File: src/rtl/sum_accumulator_pkg.sv
// rtl/sum_accumulator_pkg.sv - shared widths, FSM state type and log2 helper
package sum_accumulator_pkg;

  // Defaults shared with the upstream registered 8-bit adder stage
  localparam int DEF_IN_W  = 9;
  localparam int DEF_ACC_W = 16;
  localparam int DEF_N     = 8;

  typedef enum logic [1:0] {
    ST_IDLE  = 2'd0,
    ST_ACCUM = 2'd1,
    ST_HOLD  = 2'd2
  } state_t;

  // Ceiling log2; N is a power of two so this is exact
  function automatic int log2n(input int n);
    int r;
    r = 0;
    for (int i = 0; i < 31; i++) begin
      if ((1 << i) < n) r = i + 1;
    end
    return r;
  endfunction

endpackage

File: src/rtl/sum_accumulator_acc_core.sv
// rtl/sum_accumulator_acc_core.sv - accumulator adder, sticky overflow and run counter
module sum_accumulator_acc_core
  import sum_accumulator_pkg::*;
#(
  parameter int IN_W  = DEF_IN_W,
  parameter int ACC_W = DEF_ACC_W,
  parameter int N     = DEF_N
) (
  input  logic             clk,
  input  logic             reset,
  input  logic             i_clear,
  input  logic             i_en,
  input  logic [IN_W-1:0]  i_sum,
  output logic [ACC_W-1:0] o_acc_next,
  output logic             o_ovf_next,
  output logic             o_last
);

  localparam int LOG2N = log2n(N);
  localparam int CW    = LOG2N + 1;

  logic [ACC_W-1:0] r_acc;
  logic             r_ovf;
  logic [CW-1:0]    r_count;
  logic [ACC_W:0]   w_sum;

  // One extra bit catches the carry out of the accumulator's top bit
  assign w_sum      = {1'b0, r_acc} + {{(ACC_W + 1 - IN_W){1'b0}}, i_sum};
  assign o_acc_next = w_sum[ACC_W-1:0];
  assign o_ovf_next = r_ovf | w_sum[ACC_W];
  assign o_last     = (r_count == CW'(N - 1));

  // Accumulate on each accepted sum; clear wins at the start of a run
  always_ff @(posedge clk or posedge reset) begin
    if (reset) begin
      r_acc   <= '0;
      r_ovf   <= 1'b0;
      r_count <= '0;
    end else if (i_clear) begin
      r_acc   <= '0;
      r_ovf   <= 1'b0;
      r_count <= '0;
    end else if (i_en) begin
      r_acc   <= o_acc_next;
      r_ovf   <= o_ovf_next;
      r_count <= r_count + CW'(1);
    end
  end

endmodule

File: src/rtl/sum_accumulator.sv
// rtl/sum_accumulator.sv - accumulates N adder sums and presents total/mean/overflow
module sum_accumulator
  import sum_accumulator_pkg::*;
#(
  parameter int IN_W  = DEF_IN_W,
  parameter int ACC_W = DEF_ACC_W,
  parameter int N     = DEF_N
) (
  input  logic             clk,
  input  logic             reset,
  input  logic             start,
  input  logic             in_valid,
  output logic             in_ready,
  input  logic [IN_W-1:0]  in_sum,
  output logic             out_valid,
  input  logic             out_ready,
  output logic [ACC_W-1:0] out_total,
  output logic [IN_W-1:0]  out_avg,
  output logic             out_ovf,
  output logic             busy
);

  localparam int LOG2N = log2n(N);

  state_t           r_state;
  logic             w_accept;
  logic             w_clear;
  logic [ACC_W-1:0] w_acc_next;
  logic             w_ovf_next;
  logic             w_last;
  logic [IN_W-1:0]  w_avg;

  // Handshake flags come from the registered state only
  assign in_ready  = (r_state == ST_ACCUM);
  assign out_valid = (r_state == ST_HOLD);
  assign busy      = (r_state != ST_IDLE);

  assign w_accept = in_valid & in_ready;
  assign w_clear  = (r_state == ST_IDLE) & start;

  // A wrapped accumulator makes the mean meaningless, so saturate it
  assign w_avg = w_ovf_next ? {IN_W{1'b1}} : IN_W'(w_acc_next >> LOG2N);

  sum_accumulator_acc_core #(
    .IN_W  (IN_W),
    .ACC_W (ACC_W),
    .N     (N)
  ) u_acc_core (
    .clk        (clk),
    .reset      (reset),
    .i_clear    (w_clear),
    .i_en       (w_accept),
    .i_sum      (in_sum),
    .o_acc_next (w_acc_next),
    .o_ovf_next (w_ovf_next),
    .o_last     (w_last)
  );

  // Run control; the result registers load on the edge of the final accept
  always_ff @(posedge clk or posedge reset) begin
    if (reset) begin
      r_state   <= ST_IDLE;
      out_total <= '0;
      out_avg   <= '0;
      out_ovf   <= 1'b0;
    end else begin
      case (r_state)
        ST_IDLE: begin
          if (start) r_state <= ST_ACCUM;
        end
        ST_ACCUM: begin
          if (w_accept && w_last) begin
            r_state   <= ST_HOLD;
            out_total <= w_acc_next;
            out_avg   <= w_avg;
            out_ovf   <= w_ovf_next;
          end
        end
        ST_HOLD: begin
          if (out_ready) r_state <= ST_IDLE;
        end
        default: r_state <= ST_IDLE;
      endcase
    end
  end

endmodule

File: config.mk
export PLATFORM = sky130hd
export DESIGN_NAME = sum_accumulator
export DESIGN_NICKNAME = d
export VERILOG_FILES = /design/src/rtl/sum_accumulator_pkg.sv /design/src/rtl/sum_accumulator_acc_core.sv /design/src/rtl/sum_accumulator.sv
export SDC_FILE = /design/constraint.sdc
export NUM_CORES = 1
export LEC_CHECK = 0
export CELL_PAD_IN_SITES_DETAIL_PLACEMENT = 0
export CELL_PAD_IN_SITES_GLOBAL_PLACEMENT = 1
export CORE_MARGIN = 10
export CORE_UTILIZATION = 35
export CTS_CLUSTER_DIAMETER = 30
export DETAILED_ROUTE_END_ITERATION = 10
export GPL_TIMING_DRIVEN = 0
export PLACE_DENSITY_LB_ADDON = 0.1
export SYNTH_ARGS = -nofsm -noshare
export SYNTH_HDL_FRONTEND = slang
export SYNTH_SLANG_ARGS = --single-unit
File: constraint.sdc
create_clock -name clk -period 5.5 [get_ports clk]
set_input_delay 0.55 -clock clk [delete_from_list [all_inputs] [get_ports clk]]
set_output_delay 0.55 -clock clk [all_outputs]
set_load 0.01 [all_outputs]
==> flow_summary_export.csv, run 1 <==
group,metric,value,unit
outcome,status,"completed",
cells_and_area,post-route-util,46.6,%
hold_path,min_path_type,"reg2reg",
cells_and_area,layout-drive-gt1-share,10.8,%
cells_and_area,nNetsFinal,321,
synth,post_synth.cell_area_avg,10.3,um^2
cts,cts-resized-gates,0,
drt,drt-total-wl,6110,um
cells_and_area,final_common_cell,"dfrtp_1",
cts,cts_tree,"built",
power_and_ir_drop,irDropWorstVdd,0.220,mV
cells_and_area,final_cell_mix,"dfrtp_1 (49), clkdlybuf4s50_1 (42), nand2_1 (35), o21ai_0 (17), nor2_1 (17)",
cts,clock-sinks,49,
synth,synthSimpleGateAreaFrac,14.5,%
power_and_ir_drop,intPower,1.04,mW
critical_path,crit_chain,"clkdlybuf4s50_1 -> ha_1 -> fa_1 -> a21oi_1 -> o22a_1 -> o2bb2ai_4 -> a311o_4 -> o22a_1",
timing,hold_viol,0,
critical_path,cp.arrival,2.93,ns
synth,synth_compound_area_share,21.0,%
drt,firstDrtPassIters,4,
cts,cts_max_level,2,
critical_path,slowest_delay,0.46,ns
critical_path,end_kind,"flop",
die,core_area,6910,um^2
die,die_x,105,um
cts,root_buffer,"clkbuf_8",
global_route,grt_pass1_wl,10300,um
synth,synthesis.nets,271,
synth,ys.flop_type,"dfrtp_1",
power_and_ir_drop,p_clk_share,16.3,%
power_and_ir_drop,p_leak,1.45,nW
timing,fmax,365,MHz
drt,vias,1945,
global_route,grt_overflow,0,
synth,synth_top_family_by_area,"compound AO/OA/AOI/OAI gates",
synth,synth-edff-count,0,
synth,synthMuxAreaShare,1.33,%
drt,drc_errors,0,
critical_path,crit_path_top_delay_cell,"a311o_4",
placement,port_buffers,42,
global_route,grt.total_usage,11.4,%
cells_and_area,area_delta_synth_final,26.7,%
cts,clkTransAtPathRegs,0.09,ns
timing,fin_skew,0.00811,ns
cts,cts_buffers,5,
drt,viasPerCell,4.95,
synth,ys_seq_elements,49,
synth,ys_types,52,
critical_path,cp-start-kind,"input pin",
timing,min_period,2.74,ns
power_and_ir_drop,pwr_density_cell,512,nW/um^2
cells_and_area,fill_cells,704,
cells_and_area,num_antenna_cells,0,
timing,rsz0062_at_grt,"no",
timing,fin_setup_tns,0,ns
cts,clk_latency,0.30,ns
synth,synthCells,246,
synth,synth_xor_area_share,5.52,%
die,ioPinCount,43,
placement,place_hpwl,4530,um
cts,holdBufCountCts,0,
die,fp-row-count,30,
synth,yosysWarnings,0,
die,dieArea,11100,um^2
die,initial_core_util,36.8,%
cts,cts_max_path_buffers,2,
cts,cts_setup_buffers,0,
die,die_h,105,um
placement,gp_congestion,0.755,
power_and_ir_drop,seqPwrFrac,34.3,%
timing,period_share,49.8,%
critical_path,crit_required,5.70,ns
timing,worstMarginPinSlew,0.624,ns
synth,synth.yosys.seq_area_share,48.3,%
drt,detail_route.wl_per_cell,15.5,um
synth,synth_fa_ha_area_share,5.71,%
power_and_ir_drop,combPwrFrac,49.4,%
drt,drt_iter0_markers,56,
global_route,grt_pass1_vias,1974,
drt,ant_nets,0,
critical_path,crit_top_cell,"o22a_1",
power_and_ir_drop,p_switching,0.608,mW
critical_path,path_class,"in2reg",
critical_path,cp_max_fo,8,
timing,finalSetupViolations,0,
global_route,grt_max_degree,34,
synth,async_flop_share,100,%
flow_run,drv_cap,0,
power_and_ir_drop,p_sw_share,36.9,%
synth,syn_area,2540,um^2
global_route,antenna_found_initial,0,
timing,slew_violations,0,
timing,maxSlewHeadroom,58.4,%
## synthesized netlist by cell type, types with 2 or more instances
master | number | area (um^2)
dfrtp_1 | 49 | 1230
nand2_1 | 35 | 131
nor2_1 | 17 | 63.8
o21ai_0 | 17 | 85.1
a21oi_1 | 12 | 60.1
xnor2_1 | 11 | 96.3
ha_1 | 10 | 125
a22o_1 | 8 | 70.1
o22a_1 | 8 | 70.1
a21o_1 | 6 | 45.0
inv_1 | 5 | 18.8
xor2_1 | 5 | 43.8
a31oi_1 | 4 | 25.0
clkbuf_1 | 4 | 15.0
nand3_1 | 4 | 20.0
nor3_1 | 4 | 20.0
buf_2 | 3 | 15.0
mux2_2 | 3 | 33.8
nand4_1 | 3 | 18.8
a41oi_1 | 2 | 17.5
buf_4 | 2 | 15.0
buf_6 | 2 | 22.5
nand2_2 | 2 | 12.5
nand2b_1 | 2 | 12.5
## metal layers
layer,share of wire (%),vias up,track usage (%)
met5,0,-,0
met4,0.95,0,2.65
met3,3.7,6,3.19
met2,49,30,18.9
met1,46,931,14.1
li1,-,978,-
## worst max-delay path, delay by kind of cell
family / cells / cell delay, ns
adder cells (fa/ha/maj): 2 / 0.67
buffers and inverters: 1 / 0.41
AO/OA/AOI/OAI: 5 / 1.30
## cells by family after synthesis
group | count (synthesis)
compound gates | 71
mux | 3
fa+ha+maj | 11
xor+xnor | 16
buf+inv | 18
simple gates | 78
flops | 49
## registers in the layout (all words and copies together) (netlist names)
| name | count |
|---|---|
| u_acc_core.r_ovf | 1 |
| u_acc_core.r_acc | 16 |
| out_total | 16 |
| u_acc_core.r_count | 4 |
| r_state | 2 |
| out_avg | 9 |
| out_ovf | 1 |
## final cells by class
| type | count | area [um^2] | area share (%) |
|---|---|---|---|
| clock buffer | 7 | 86.3 | 2.68 |
| clock inverter | 1 | 30.0 | 0.933 |
| tap | 96 | 120 | 3.73 |
| timing repair buffer | 43 | 440 | 13.7 |
| sequential | 49 | 1230 | 38.1 |
| buffer | 12 | 71.3 | 2.22 |
| inverter | 6 | 22.5 | 0.700 |
| multi-input combinational | 179 | 1220 | 37.9 |
## stage by stage
| stage | instances | worst slack, ns | cell area (um^2) | total power [mW] | hold slack, ns |
|---|---|---|---|---|---|
| 3_5_place_dp | 385 | 2.43 | 3100 | 1.40 | 0.462 |
| 4_1_cts | 393 | 2.74 | 3220 | 1.68 | 0.484 |
| 3_3_place_gp | 384 | 2.42 | 3080 | 1.39 | 0.457 |
| 6_report | 393 | 2.76 | 3220 | 1.65 | 0.481 |
| 5_1_grt | 393 | 2.69 | 3220 | 1.79 | 0.510 |
| 2_1_floorplan | 246 | 3.08 | 2540 | 1.10 | 0.454 |
## power by group through the flow
stage	Combinational, mW	Clock, mW	Sequential [mW]
3_3_place_gp	0.820	0	0.570
6_report	0.814	0.269	0.565
3_5_place_dp	0.826	0	0.573
5_1_grt	0.909	0.293	0.584
2_1_floorplan	0.508	0	0.595
4_1_cts	0.831	0.278	0.567
## worst paths after layout
check	slack (ns)	from	cells past startpoint	end
max	2.76	in_sum[0]	8	out_avg[6]
min	0.48	out_total[4]	2	out_total[4]
max reg2reg	3.05	u_acc_core.r_acc[0]	7	out_avg[6]
min reg2reg	0.48	out_total[4]	2	out_total[4]
max in group asynchronous	4.45	reset	3	u_acc_core.r_ovf
min in group asynchronous	0.54	reset	2	u_acc_core.r_acc[3]
Power figures use the tool's default switching activity.
==> inputs of run 2 (changes only) <==
- clock period: 5.5 -> 2.5 ns (I/O delays scaled with it)
==> run 2 against run 1 <==
  * Worst setup slack got worse by 2.7 ns
  * Via count about the same
  * Worst hold slack lost 0.24 ns
  * Cell area is 0.12% higher
  * Final cell count stayed put
  * Critical path type is now reg2reg
  * Sequential cell count unchanged
  * Register-to-register slack worse by 3.0 ns
  * Sequential power rose by 120%
  * Utilization grew 0.054 points
  * Largest cell class unchanged
  * Clock-buffer cell count is the same
  * Non-clock buffer count stayed put
==> flow_summary_export.csv, run 2 (synthesis results as in run 1) <==
group,metric,value,unit
power_and_ir_drop,finalPower,3.63,mW
global_route,grt_max_degree,34,
timing,min_period,2.40,ns
die,initial_core_util,36.8,%
cts,cts-resized-gates,0,
cells_and_area,final_cell_mix,"dfrtp_1 (49), clkdlybuf4s50_1 (42), nand2_1 (35), o21ai_0 (17), nor2_1 (17)",
flow_run,drv_cap,0,
drt,viasPerCell,4.95,
cts,root_buffer,"clkbuf_8",
cts,holdBufCountCts,0,
hold_path,min_path_type,"in2async",
cells_and_area,nNetsFinal,321,
power_and_ir_drop,irDropWorstVdd,0.485,mV
timing,hold_slack,0.241,ns
die,fp-row-count,30,
critical_path,crit_path_start,"u_acc_core.r_acc[0]",
die,core_area,6910,um^2
timing,fin_setup_tns,0,ns
placement,place_ws,-0.274,ns
global_route,grt_pass1_vias,1974,
drt,drt_iter0_markers,56,
cts,cts_setup_buffers,0,
timing,worstMarginPinSlew,0.623,ns
cts,clk_latency,0.30,ns
cells_and_area,post-route-util,46.6,%
timing,rsz0062_at_grt,"no",
drt,firstDrtPassIters,4,
critical_path,path_class,"reg2reg",
drt,top_layer,"met4",
cts,cts_buffers,5,
cells_and_area,final_common_cell,"dfrtp_1",
cts,clock-sinks,49,
drt,drc_errors,0,
critical_path,end_kind,"flop",
timing,hold_viol,0,
placement,place_hpwl,4530,um
die,die_h,105,um
cts,clkTransAtPathRegs,0.09,ns
cells_and_area,area_delta_synth_final,26.8,%
drt,wl_met1,2820,um
cts,cts_max_level,2,
placement,gp_congestion,0.755,
drt,ant_nets,0,
cells_and_area,layout-drive-gt1-share,11.1,%
critical_path,rrSetupSlack,0.1,ns
critical_path,cp_max_fo,8,
timing,period_share,96.0,%
drt,vias,1946,
timing,maxSlewHeadroom,58.5,%
drt,drt-total-wl,6120,um
critical_path,crit_required,2.70,ns
timing,slew_violations,0,
drt,wl_met2,3020,um
critical_path,worstReg2RegEnd,"out_avg[6]",
cts,cts_tree,"built",
power_and_ir_drop,p_leak,1.45,nW
global_route,grt_pass1_wl,10300,um
power_and_ir_drop,pwr_density_cell,1130,nW/um^2
global_route,grt.total_usage,11.4,%
timing,timing.final.ws_setup,0.0989,ns
cts,cts_max_path_buffers,2,
global_route,grt_overflow,0,
global_route,antenna_found_initial,0,
die,die_x,105,um
critical_path,cp-start-kind,"flop",
critical_path,worstReg2RegStart,"u_acc_core.r_acc[0]",
die,ioPinCount,43,
outcome,status,"completed",
cells_and_area,num_antenna_cells,0,
critical_path,r2r_cells,7,
timing,fin_skew,0.00810,ns
drt,met3_length,225,um
die,dieArea,11100,um^2
timing,finalSetupViolations,0,
critical_path,cp.arrival,2.60,ns
drt,detail_route.wl_per_cell,15.6,um
placement,port_buffers,42,
timing,fmax,416,MHz
cells_and_area,largestRegisters,"out_total: 16 flops, u_acc_core.r_acc: 16 flops, out_avg: 9 flops",
==> run 2: cell types whose count changed in the layout (fill, tap and decap cells not counted) <==
cell | before | now
a21oi_1 | 12 | 11
a21oi_2 | 0 | 1
==> run 2: area by class of cell <==
type	count	area (um^2)
plain buffers	12	71.3
clock buffers	7	86.3
clock inverters	1	30.0
fillers	703	3690
inverters	6	22.5
multi-input cells	179	1220
flip-flops and latches	49	1230
well taps	96	120
repair buffers	43	440
==> run 2: critical path, cell delays in order, from the launching register on <==
cell and delay [ns]:
dfrtp_1 0.39, ha_1 0.23, fa_1 0.43, a21oi_2 0.22
o22a_1 0.24, o2bb2ai_4 0.12, a311o_4 0.46, o22a_1 0.20
==> run 2: stage by stage <==
step,instance area [um^2],std cells
detailed placement,3100,385
CTS,3220,393
floorplan,2540,246
global route,3220,393
finish,3220,393
global placement,3080,384
==> run 2: worst max-delay path by stage <==
stage | slack (ns) | cells past startpoint | end
after floorplan | 0.28 | 7 | out_avg[5]
after global placement | -0.28 | 8 | out_avg[5]
after detailed placement | -0.27 | 8 | out_avg[5]
after CTS | 0.02 | 7 | out_avg[6]
after global routing | 0.03 | 7 | out_avg[3]
final | 0.1 | 7 | out_avg[6]
==> run 2: report_power, final <==
group	switching (mW)	leakage, nW	total [mW]	internal, mW
Sequential	0.168	0.636	1.24	1.08
Combinational	0.910	0.758	1.80	0.890
Clock	0.265	0.0585	0.592	0.327
Total	1.34	1.45	3.63	2.29
==> run 2: metal layers <==
metal	vias to the layer above	GRT usage (%)
met5	-	0
met4	0	2.65
met3	6	3.19
met2	30	18.9
met1	933	14.1
li1	977	-
